`config.mk`:
```
export PLATFORM = sky130hd
export DESIGN_NAME = pluck_envelope
export DESIGN_NICKNAME = d
export VERILOG_FILES = /design/src/rtl/audio_pkg.sv /design/src/rtl/env_prescaler.sv /design/src/rtl/pluck_envelope.sv
export SDC_FILE = /design/constraint.sdc
export NUM_CORES = 1
export LEC_CHECK = 0
export CORE_MARGIN = 4
export CORE_UTILIZATION = 45
export CTS_CLUSTER_SIZE = 14
export DETAILED_ROUTE_END_ITERATION = 16
export PLACE_DENSITY = 0.64
export REMOVE_ABC_BUFFERS = 1
export SLEW_MARGIN = 20
export SYNTH_ARGS = -nofsm -noshare
export SYNTH_HDL_FRONTEND = slang
export SYNTH_HIERARCHICAL = 1
export SYNTH_SLANG_ARGS = --single-unit
```
`constraint.sdc`:
```
create_clock -name clk -period 5.7 [get_ports clk]
set_input_delay 1.71 -clock clk [delete_from_list [all_inputs] [get_ports clk]]
set_output_delay 1.71 -clock clk [all_outputs]
set_load 0.05 [all_outputs]
```
`src/rtl/audio_pkg.sv`:
```
`default_nettype none
// +----------------------------------------------------------------------------+
// | audio_pkg                                                                  |
// | Shared note codes, envelope state encoding and default widths.             |
// | Optional macro: PLUCK_ENVELOPE_SUSTAIN_EN adds the SUSTAIN state.          |
// | Revision: 1.0                                                              |
// +----------------------------------------------------------------------------+
package audio_pkg;

   localparam int c_amp_w_default = 8;

   localparam logic [2:0] NOTE_A    = 3'd0;
   localparam logic [2:0] NOTE_B    = 3'd1;
   localparam logic [2:0] NOTE_C    = 3'd2;
   localparam logic [2:0] NOTE_D    = 3'd3;
   localparam logic [2:0] NOTE_E    = 3'd4;
   localparam logic [2:0] NOTE_F    = 3'd5;
   localparam logic [2:0] NOTE_G    = 3'd6;
   localparam logic [2:0] NOTE_NONE = 3'd7;

`ifdef PLUCK_ENVELOPE_SUSTAIN_EN
   typedef enum logic [2:0] {
      ST_IDLE    = 3'd0,
      ST_ATTACK  = 3'd1,
      ST_DECAY   = 3'd2,
      ST_MUTE    = 3'd3,
      ST_SUSTAIN = 3'd4
   } env_state_t;
`else
   typedef enum logic [2:0] {
      ST_IDLE    = 3'd0,
      ST_ATTACK  = 3'd1,
      ST_DECAY   = 3'd2,
      ST_MUTE    = 3'd3
   } env_state_t;
`endif

endpackage
`default_nettype wire

```
`src/rtl/env_prescaler.sv`:
```
`default_nettype none
// +----------------------------------------------------------------------------+
// | env_prescaler                                                              |
// | Envelope step divider: tick when count == div-1, then wrap to 0.           |
// | Revision: 1.0                                                              |
// +----------------------------------------------------------------------------+
module env_prescaler #(
   parameter int CNT_W = 18
) (
   input  logic             clk,
   input  logic             rst_n,
   input  logic             clear,
   input  logic [CNT_W-1:0] div,
   output logic             tick
);

   localparam logic [CNT_W-1:0] c_one = CNT_W'(1);

   logic [CNT_W-1:0] r_count;

   assign tick = (r_count == (div - c_one));

   always_ff @(posedge clk or negedge rst_n) begin
      if (!rst_n) begin
         r_count <= '0;
      end else if (clear || tick) begin
         r_count <= '0;
      end else begin
         r_count <= r_count + c_one;
      end
   end

endmodule
`default_nettype wire

```
`src/rtl/pluck_envelope.sv`:
```
`default_nettype none
// +----------------------------------------------------------------------------+
// | pluck_envelope                                                             |
// | Attack/decay/mute pluck envelope applied to a square wave by PWM gating.   |
// | Optional macro: PLUCK_ENVELOPE_SUSTAIN_EN (decay holds at SUSTAIN_LEVEL).  |
// | Revision: 1.0                                                              |
// +----------------------------------------------------------------------------+
module pluck_envelope
   import audio_pkg::*;
#(
   parameter int AMP_W       = c_amp_w_default,
   parameter int ATTACK_DIV  = 50000,
   parameter int ATTACK_STEP = 64,
   parameter int DECAY_DIV   = 195312,
   parameter int MUTE_DIV    = 5000
`ifdef PLUCK_ENVELOPE_SUSTAIN_EN
   ,
   parameter int SUSTAIN_LEVEL = 64
`endif
) (
   input  logic             clk,
   input  logic             rst_n,
   input  logic             wave_in,
   input  logic [2:0]       note_code,
   input  logic             pluck,
   output logic             audio_out,
   output logic [AMP_W-1:0] amplitude,
   output logic             active
);

   localparam int c_max_ad  = (ATTACK_DIV > DECAY_DIV) ? ATTACK_DIV : DECAY_DIV;
   localparam int c_max_div = (c_max_ad > MUTE_DIV) ? c_max_ad : MUTE_DIV;
   localparam int CNT_W     = $clog2(c_max_div + 1);

   localparam logic [CNT_W-1:0] c_attack_div = CNT_W'(ATTACK_DIV);
   localparam logic [CNT_W-1:0] c_decay_div  = CNT_W'(DECAY_DIV);
   localparam logic [CNT_W-1:0] c_mute_div   = CNT_W'(MUTE_DIV);
   localparam logic [AMP_W-1:0] c_amp_max    = {AMP_W{1'b1}};
   localparam logic [AMP_W-1:0] c_amp_one    = AMP_W'(1);
   localparam logic [AMP_W:0]   c_step       = (AMP_W+1)'(ATTACK_STEP);
`ifdef PLUCK_ENVELOPE_SUSTAIN_EN
   localparam logic [AMP_W-1:0] c_sustain    = AMP_W'(SUSTAIN_LEVEL);
`endif

   env_state_t       r_state;
   logic [AMP_W-1:0] r_amp;
   logic [AMP_W-1:0] r_pwm_cnt;
   logic             r_audio;
   logic             r_active;

   logic             w_pluck_ok;
   logic             w_to_mute;
   logic             w_clear;
   logic             w_tick;
   logic [CNT_W-1:0] w_div;
   logic [AMP_W:0]   w_sum;
   logic [AMP_W-1:0] w_attack_amp;

   assign amplitude = r_amp;
   assign active    = r_active;
   assign audio_out = r_audio;

   always_comb begin
      w_pluck_ok   = pluck && (note_code != NOTE_NONE);
      w_to_mute    = (r_state != ST_IDLE) && (r_state != ST_MUTE) && (note_code == NOTE_NONE);
      // Entries on a tick need no clear: the prescaler wraps to 0 by itself.
      w_clear      = w_pluck_ok || w_to_mute || (r_state == ST_IDLE);
      w_sum        = {1'b0, r_amp} + c_step;
      w_attack_amp = (w_sum > {1'b0, c_amp_max}) ? c_amp_max : w_sum[AMP_W-1:0];
      case (r_state)
         ST_ATTACK: w_div = c_attack_div;
         ST_DECAY:  w_div = c_decay_div;
         ST_MUTE:   w_div = c_mute_div;
         default:   w_div = c_attack_div;
      endcase
   end

   env_prescaler #(
      .CNT_W (CNT_W)
   ) u_prescaler (
      .clk   (clk),
      .rst_n (rst_n),
      .clear (w_clear),
      .div   (w_div),
      .tick  (w_tick)
   );

   always_ff @(posedge clk or negedge rst_n) begin
      if (!rst_n) begin
         r_state  <= ST_IDLE;
         r_amp    <= '0;
         r_active <= 1'b0;
      end else if (w_pluck_ok) begin
         // Amplitude is kept so a re-strum does not click.
         r_state  <= ST_ATTACK;
         r_active <= 1'b1;
      end else if (w_to_mute) begin
         r_state  <= ST_MUTE;
      end else begin
         case (r_state)
            ST_IDLE: begin
               r_amp <= '0;
            end
            ST_ATTACK: begin
               if (w_tick) begin
                  r_amp <= w_attack_amp;
                  if (w_attack_amp == c_amp_max) begin
                     r_state <= ST_DECAY;
                  end
               end
            end
            ST_DECAY: begin
               if (r_amp == '0) begin
                  r_state  <= ST_IDLE;
                  r_active <= 1'b0;
`ifdef PLUCK_ENVELOPE_SUSTAIN_EN
               end else if (r_amp <= c_sustain) begin
                  r_state <= ST_SUSTAIN;
`endif
               end else if (w_tick) begin
                  r_amp <= r_amp - c_amp_one;
                  if (r_amp == c_amp_one) begin
                     r_state  <= ST_IDLE;
                     r_active <= 1'b0;
                  end
               end
            end
            ST_MUTE: begin
               if (r_amp == '0) begin
                  r_state  <= ST_IDLE;
                  r_active <= 1'b0;
               end else if (w_tick) begin
                  r_amp <= r_amp - c_amp_one;
                  if (r_amp == c_amp_one) begin
                     r_state  <= ST_IDLE;
                     r_active <= 1'b0;
                  end
               end
            end
`ifdef PLUCK_ENVELOPE_SUSTAIN_EN
            ST_SUSTAIN: begin
               r_amp <= r_amp;
            end
`endif
            default: begin
               r_state  <= ST_IDLE;
               r_amp    <= '0;
               r_active <= 1'b0;
            end
         endcase
      end
   end

   always_ff @(posedge clk or negedge rst_n) begin
      if (!rst_n) begin
         r_pwm_cnt <= '0;
         r_audio   <= 1'b0;
      end else begin
         r_pwm_cnt <= r_pwm_cnt + c_amp_one;
         r_audio   <= wave_in && (r_pwm_cnt < r_amp);
      end
   end

endmodule
`default_nettype wire

```
# After elaboration in Yosys (flattened, before gate mapping)
# Cells that the tools add are included.
# totals
out_inout_bits	10
word_cells	72
inputBits	7
ff_bits	39
# classes
magnitude_cmp	2
add_sub_neg	5
n_bitwise	2
n_eq_ne	21
n_reduce_logical	15
muxes	21
# ops
operator	count
18-bit case mux with 2 select lines	1
8-bit two-way mux	4
3-bit two-way mux	7
18-bit by 1-bit adder with 18-bit output, second input constant	1
18-bit equality test	1
18-bit two-way mux	1
18-bit by 1-bit subtractor with 18-bit output, second input constant	1
8-bit case mux with 2 select lines	1
5-bit by 1-bit inequality test with 1-bit output, second input constant	2
5-bit AND reduction	2
8-bit by 7-bit adder with 9-bit output, second input constant	1
9-bit by 8-bit > comparator with 1-bit output, second input constant	1
3-bit case mux with 3 select lines	1
8-bit by 1-bit adder with 8-bit output, second input constant	1
8-bit by 1-bit equality test with 1-bit output, second input constant	1
8-bit equality test, second input constant	1
8-bit logical NOT	1
8-bit < comparator	1
4-bit by 1-bit inequality test with 1-bit output, second input constant	2
8-bit by 1-bit subtractor with 8-bit output, second input constant	1
3-bit by 2-bit equality test with 1-bit output, second input constant	2
2-bit by 1-bit inequality test with 1-bit output, second input constant	3
3-bit inequality test, second input constant	2
1-bit two-way mux	5
other kinds (14)	22

# Depth between registers and ports, before layout
# Gate-level depths: netlist (run 1).
# depth
depth_word	9
mapped_depth	16
ltp_nobuf	15

# Modules after synthesis
# The synthesis (run 1) kept the hierarchy.
# modules_own_cells
mod	n_inst	cells_each	seq_area_each_um2	area_per_inst_um2
env_prescaler	1	196	450.4	1662.8
pluck_envelope	1	156	500.5	1447.6

# Worst setup path after synthesis (run 1)
# Ideal clock, no wire load.
# synth_path
kind	register to register
from	register r_state[0]
to	register r_active (netlist: active)
required_time_ps	5579
arrival_time_ps	4075
path_stages_with_launch	17
path_buffers	1
period_less_slack_ps	4196
setup_ps	121
slack_ps	1504
path_cell_list	dfrtp_1 inv_1 ha_1 nor2_1 inv_1 nor4_1 nand2_1 mux2i_1 o311a_1 nor4_2 buf_4 and2_1 a21o_1 nand3_2 a21o_1 or3_1 a22o_1
# synth_via
elab_chain_len	6
elab_cells_between_ends	21
cone_classes	add/sub (1); eq/ne (9); mux (4); reduce/logical (7)
# synth_rtl
element	line_no	text
start: declaration	pluck_envelope.sv:45	env_state_t r_state;
start signal: assignment	pluck_envelope.sv:90	r_state <= ST_IDLE;
start signal: assignment	pluck_envelope.sv:95	r_state <= ST_ATTACK;
start signal: assignment	pluck_envelope.sv:98	r_state <= ST_MUTE;
3-bit by 2-bit equality test with 1-bit output	pluck_envelope.sv:70	case (r_state)
18-bit case mux with 2 select lines (*)	pluck_envelope.sv:70	
via w_div[11]	pluck_envelope.sv:55	logic [CNT_W-1:0] w_div;
18-bit by 1-bit subtractor with 18-bit output (*)	env_prescaler.sv:21	assign tick = (r_count == (div - c_one));
18-bit equality test (*)	env_prescaler.sv:21	
via w_tick	pluck_envelope.sv:54	logic w_tick;
4-bit by 1-bit inequality test with 1-bit output (no line) (*)	--	
4-bit AND reduction (no line) (*)	--	
end signal: assignment	pluck_envelope.sv:92	r_active <= 1'b0;
end signal: assignment	pluck_envelope.sv:96	r_active <= 1'b1;
end signal: assignment	pluck_envelope.sv:115	r_active <= 1'b0;
end: declaration	pluck_envelope.sv:49	logic r_active;
# Mark *: on every way through the listed nets, which the timed path passes. The rest lies on a longest branch. The select of a mux whose other input is x is not followed.
# A chain may end at the register's enable or synchronous reset.

# Worst setup path in the final report (run 1)
# Same ends and word-level chain as after synthesis.

==> metrics.csv, run 1 <==
stage,metric,value,unit
power_and_ir_drop,p_seq_frac,0.298,
routing,dr.pass1.iters,4,
routing,vias_per_cell,5.65,
clock_tree,clockBufferDepth,2,
routing,routedWlPerCell,15.3,um
power_and_ir_drop,switching_share,0.444,
placed_design,hpwl,5200,um
global_routing,grt_pass1_vias,2680,
floorplan,io_pins,17,
yosys,ys_ff_latch,38,
routing,drtIter0Drc,121,
power_and_ir_drop,power.leakage,1.47,nW
floorplan,rows,30,
clock_tree,root_buffer,clkbuf_8,
critical_path,crit_chain,"inv_1, ha_1, nor2_1, inv_1, nor4_1, nand2_1, mux2i_1, o311a_1, nor4_2, buf_4, and2_1, a21o_1, nand3_2, a21o_1, or3_1, a22o_1",
clock_tree,cts_tree,built,
placed_design,port_buffers,16,
power_and_ir_drop,ir_drop,0.000358,V
sta,rsz0062_at_grt,no,
yosys,async_flop_share,1.00,
cells_and_area,layout-drive-gt1-share,0.0646,
sta,tns,0,ps
yosys,synth_top_area_share,0.306,
sta,fin_worst_skew,10.5,ps
yosys,synth.cells.most_frequent,"dfrtp_1, xnor2_1, a21oi_1",
yosys,yosysMostFrequentCell,dfrtp_1,
clock_tree,ctsResizeCount,0,
run,drv_cap,0,
yosys,synth.distinct_cells,61,
cells_and_area,multi_input_comb_area,2080,um2
routing,wl,7160,um
global_routing,antenna_found_initial,0,
yosys,yosysTopAreaCell,dfrtp_1,
sta,min_period,4990,ps
cells_and_area,final_area,3530,um2
critical_path,crit_buf_inv,3,
power_and_ir_drop,clkPwrFrac,0.214,
global_routing,grt_max_degree,39,
critical_path,cp_max_fo,19,
power_and_ir_drop,p_sw,0.000580,W
sta,setup_viol,0,
critical_path,criticalPathCategory,register to register,
yosys,avgSynthCellArea,8.84,um2
sta,slew_headroom,0.421,
global_routing,grtUsageTotal,0.185,
worst_hold_path,hold_class,register to register,
sta,hold_viol,0,
critical_path,slowest_delay,680,ps
cells_and_area,diodes,0,
yosys,yosysWarnings,6,
power_and_ir_drop,pwr_density_cell,370,nW/um2
floorplan,fp.dieArea,8310,um2
yosys,synth_ff_type,dfrtp_1,
yosys,synthTopCellsByArea,"dfrtp_1, ha_1, xnor2_1, a21oi_1, xor2_1",
critical_path,path_delay_family,simple AND/OR/NAND/NOR gates,
cells_and_area,fin_util,0.523,
sta,max_freq,200,MHz
clock_tree,htreeDepth,2,
clock_tree,cts_buffers,5,
clock_tree,clock-sinks,38,
clock_tree,holdBufCountCts,0,
critical_path,cp.arrival,5180,ps
clock_tree,clk_pin_slew,90,ps
placed_design,gp_congestion,0.869,
yosys,synthCells,352,
clock_tree,cts_setup_buffers,0,
routing,antenna_left,0,
cells_and_area,syn_to_final_growth,13.6,%
critical_path,endpoint_kind,register,
global_routing,grt_first_pass_wirelength,12600,um
sta,final.period_utilization,0.876,
cells_and_area,n_fill_cell,641,
run_status,status,finished clean,
cells_and_area,seqCellArea,951,um2
placed_design,placed_cell_area,3390,um2
floorplan,core_area,6760,um2
power_and_ir_drop,intPower,0.000727,W
clock_tree,clk_latency,290,ps
floorplan,die_w,91.1,um
critical_path,crit_slowest_cell,nor2_1,
yosys,yosysSeqAreaShare,0.306,
power_and_ir_drop,combPwrFrac,0.488,
routing,vias,2638,
critical_path,regToRegSetupSlack,710,ps
routing,post-route-drc-count,0,
sta,tightest_slew,869,ps
global_routing,overflow,0,
floorplan,start_util,0.460,
sta,drv_slew,0,
yosys,syn_area,3110,um2
critical_path,critPathRequiredTime,5890,ps
critical_path,cp-start-kind,register,
cells_and_area,nets,416,
yosys,synth-edff-count,0,
floorplan,die_h,91.1,um
## logic make-up after synthesis
group	count (synthesis)	synth area share
AOI/OAI and AO/OA	93	0.205
xor gates and xnor gates	43	0.121
adders and majority gates	23	0.0925
buffers and inverters	38	0.0523
DFF	38	0.306
muxes	3	0.0101
other	2	0.00241
and+or+nand+nor	112	0.211
## power by group through the flow
stage	combinational (W)	clock, W	sequential [W]
6_report	0.000638	0.000280	0.000389
5_1_grt	0.000711	0.000304	0.000397
4_1_cts	0.000640	0.000286	0.000388
3_5_place_dp	0.000635	0	0.000393
3_3_place_gp	0.000628	0	0.000391
2_1_floorplan	0.000361	0	0.000480
## per-stage QoR
step	worst slack (ps)	power, W	instances	hold slack, ps
6_report	706	0.00131	467	465
5_1_grt	298	0.00141	467	493
4_1_cts	741	0.00131	467	471
3_5_place_dp	777	0.00103	459	458
3_3_place_gp	987	0.00102	459	447
2_1_floorplan	944	0.000841	361	426
## state kept, by name, indices dropped and copies added (netlist names)
name                 count
active                   1
r_state                  2
audio_out                1
r_pwm_cnt                8
u_prescaler/r_count     18
amplitude                8
## worst reg2reg max path: cells and delay by family, from the launching register on
kind,cells,cell delay [ps]
AOI/OAI and AO/OA,4,890
muxes,1,160
and+or+nand+nor,7,2250
buffers and inverters,3,800
adders and majority gates,1,390
DFF,1,400
## worst paths after layout
kind	start	end	cells after the start
min in group asynchronous	rst_n	u_prescaler/r_count[14]$_DFF_PN0_	1
worst min-delay path	r_pwm_cnt[0]$_DFF_PN0_	r_pwm_cnt[0]$_DFF_PN0_	1
worst max-delay path	r_state[0]$_DFFE_PN0P_	active$_DFFE_PN0P_	16
worst max register to register	r_state[0]$_DFFE_PN0P_	active$_DFFE_PN0P_	16
max in group asynchronous	rst_n	u_prescaler/r_count[11]$_DFF_PN0_	1
worst min register to register	r_pwm_cnt[0]$_DFF_PN0_	r_pwm_cnt[0]$_DFF_PN0_	1
## cells in the final DEF, fill, tap and decap left out, types with 3 or more instances in the layout
cell	count
nand3_1	14
clkbuf_8	5
a22o_1	4
nand2b_1	13
nand4_1	9
xnor2_1	30
dfrtp_1	38
nor3b_1	3
inv_1	24
nor4_1	6
nand2_1	11
nand3b_1	3
a31oi_1	4
nor2b_1	3
o21ai_0	17
a211oi_1	14
clkdlybuf4s50_1	15
nor2_1	19
nor3_1	11
conb_1	25
a21o_1	5
ha_1	23
xor2_1	13
a21oi_1	26
and3_1	6
## metal layers
layer	vias to the layer above	routed length [um]	track usage
li1	1320	-	-
met1	1264	3280	0.225
met2	40	3510	0.325
met3	14	205	0.0348
met4	0	162	0.0641
met5	-	0	0
## area by class of cell
| cell class | instances | share of cell area |
|---|---|---|
| multi-input combinational | 299 | 0.590 |
| sequential | 38 | 0.269 |
| timing repair buffer | 18 | 0.0482 |
| tap | 80 | 0.0283 |
| inverter | 24 | 0.0255 |
| clock buffer | 5 | 0.0195 |
| clock inverter | 3 | 0.0195 |
Note: power is estimated with default switching activity, not from simulation.
==> run 2, diff against run 1 <==
--- a/config.mk
+++ b/config.mk
@@ -10,6 +10,7 @@
 export CTS_CLUSTER_SIZE = 14
 export DETAILED_ROUTE_END_ITERATION = 16
 export PLACE_DENSITY = 0.64
+export RECOVER_POWER = 50
 export REMOVE_ABC_BUFFERS = 1
 export SLEW_MARGIN = 20
 export SYNTH_ARGS = -nofsm -noshare
==> metrics.csv, run 2 (synthesized netlist as in run 1, its figures left out) <==
stage,metric,value,unit
floorplan,start_util,0.460,
clock_tree,ctsResizeCount,0,
critical_path,cp.arrival,5160,ps
clock_tree,cts_tree,built,
power_and_ir_drop,ir_drop,0.000359,V
sta,drv_slew,39,
critical_path,criticalPathCategory,register to register,
clock_tree,clock-sinks,38,
clock_tree,clk_pin_slew,90,ps
placed_design,port_buffers,16,
sta,max_freq,201,MHz
worst_hold_path,hold_class,register to register,
global_routing,grt_pass1_vias,2680,
cells_and_area,final_common_cell,dfrtp_1,
sta,tightest_slew,2100,ps
routing,wl,7160,um
routing,dr.pass1.iters,4,
cells_and_area,nets,416,
cells_and_area,syn_to_final_growth,13.5,%
placed_design,post-place-cells,459,
floorplan,rows,30,
clock_tree,cts_setup_buffers,0,
cells_and_area,layout-drive-gt1-share,0.0620,
routing,post-route-drc-count,0,
cells_and_area,final_cell_mix,"dfrtp_1, xnor2_1, a21oi_1",
routing,vias,2640,
clock_tree,holdBufCountCts,0,
global_routing,antenna_found_initial,0,
run,drv_cap,1,
critical_path,endpoint_kind,register,
floorplan,die_h,91.1,um
routing,routedWlPerCell,15.3,um
sta,fin_worst_skew,11.8,ps
clock_tree,clk_latency,300,ps
sta,slew_headroom,-0.400,
clock_tree,clockBufferDepth,2,
cells_and_area,fin_cells,467,
sta,min_period,4970,ps
sta,rsz0062_at_grt,no,
global_routing,grt_first_pass_wirelength,12600,um
floorplan,io_pins,17,
sta,hold_viol,0,
critical_path,cp_max_fo,19,
power_and_ir_drop,power.leakage,1.46,nW
cells_and_area,diodes,0,
cells_and_area,largest_register,u_prescaler/r_count,
run_status,status,"finished, violations left",
routing,drtIter0Drc,129,
run_status,violations,"capacitance limit, slew limit",
sta,setup_viol,0,
floorplan,fp.dieArea,8310,um2
floorplan,die_w,91.1,um
global_routing,overflow,0,
global_routing,grt_max_degree,39,
cells_and_area,largest_register_ffs,18,
power_and_ir_drop,pwr_density_cell,371,nW/um2
sta,final.period_utilization,0.872,
placed_design,gp_congestion,0.869,
clock_tree,htreeDepth,2,
clock_tree,root_buffer,clkbuf_8,
placed_design,hpwl,5200,um
clock_tree,cts_buffers,5,
routing,vias_per_cell,5.65,
routing,antenna_left,0,
critical_path,cp-start-kind,register,
floorplan,core_area,6760,um2
critical_path,critPathRequiredTime,5890,ps
sta,tns,0,ps
global_routing,grtUsageTotal,0.185,
run 2: critical path, stage by stage, from the launching register on:
cell and delay (ps):
dfrtp_1 400, inv_1 100, ha_1 390, nor2_1 670, inv_1 410, nor4_1 530
nand2_1 200, mux2i_1 160, o311a_1 340, nor4_2 200, buf_4 280, and2_1 220
a21o_1 150, nand3_2 70, a21o_1 200, or3_1 340, a22o_1 190
run 2: final cells by class:
type / count / area, um2
tap: 80 / 100
inverter: 24 / 90.1
sequential: 38 / 951
clock buffer: 5 / 68.8
fill: 642 / 3230
clock inverter: 3 / 68.8
timing repair buffer: 18 / 169
multi-input combinational: 299 / 2080
run 2: power by group:
part / switching [W] / total (W) / internal [W]
logic: 0.000399 / 0.000639 / 0.000240
clock network: 0.000106 / 0.000281 / 0.000175
registers: 0.0000781 / 0.000390 / 0.000312
total: 0.000583 / 0.00131 / 0.000727
run 2: per-stage QoR:
stage               worst slack, ps  cell area [um2]  total power, W  utilization  hold WS [ps]
floorplan                       944             3120        0.000841            -           426
global placement                987             3390         0.00102        0.502           447
detailed placement              777             3390         0.00103        0.502           458
CTS                             741             3530         0.00131        0.523           471
global route                    298             3530         0.00141        0.523           493
finish                          731             3530         0.00131        0.523           465
run 2: routing by layer:
layer | global-route usage | share of wire
met5 | 0 | 0
met4 | 0.0641 | 0.022
met3 | 0.0348 | 0.027
met2 | 0.325 | 0.49
met1 | 0.225 | 0.46
run 2: final timing paths:
kind	startpoint	endpoint	slack, ps	depth (start not counted)
min reg2reg	r_pwm_cnt[0]$_DFF_PN0_	r_pwm_cnt[0]$_DFF_PN0_	470	1
max in group asynchronous	rst_n	u_prescaler/r_count[0]$_DFF_PN0_	2490	1
max	r_state[0]$_DFFE_PN0P_	active$_DFFE_PN0P_	730	16
min	r_pwm_cnt[0]$_DFF_PN0_	r_pwm_cnt[0]$_DFF_PN0_	470	1
max reg2reg	r_state[0]$_DFFE_PN0P_	active$_DFFE_PN0P_	730	16
min in group asynchronous	rst_n	u_prescaler/r_count[3]$_DFF_PN0_	2020	1
==> run 3, diff against run 2 <==
--- a/config.mk
+++ b/config.mk
@@ -9,6 +9,7 @@
 export CORE_UTILIZATION = 45
 export CTS_CLUSTER_SIZE = 14
 export DETAILED_ROUTE_END_ITERATION = 16
+export HOLD_SLACK_MARGIN = 0.02
 export PLACE_DENSITY = 0.64
 export RECOVER_POWER = 50
 export REMOVE_ABC_BUFFERS = 1
==> results of run 3 <==
Final layout, timing and power as in run 2 (identical DEF).
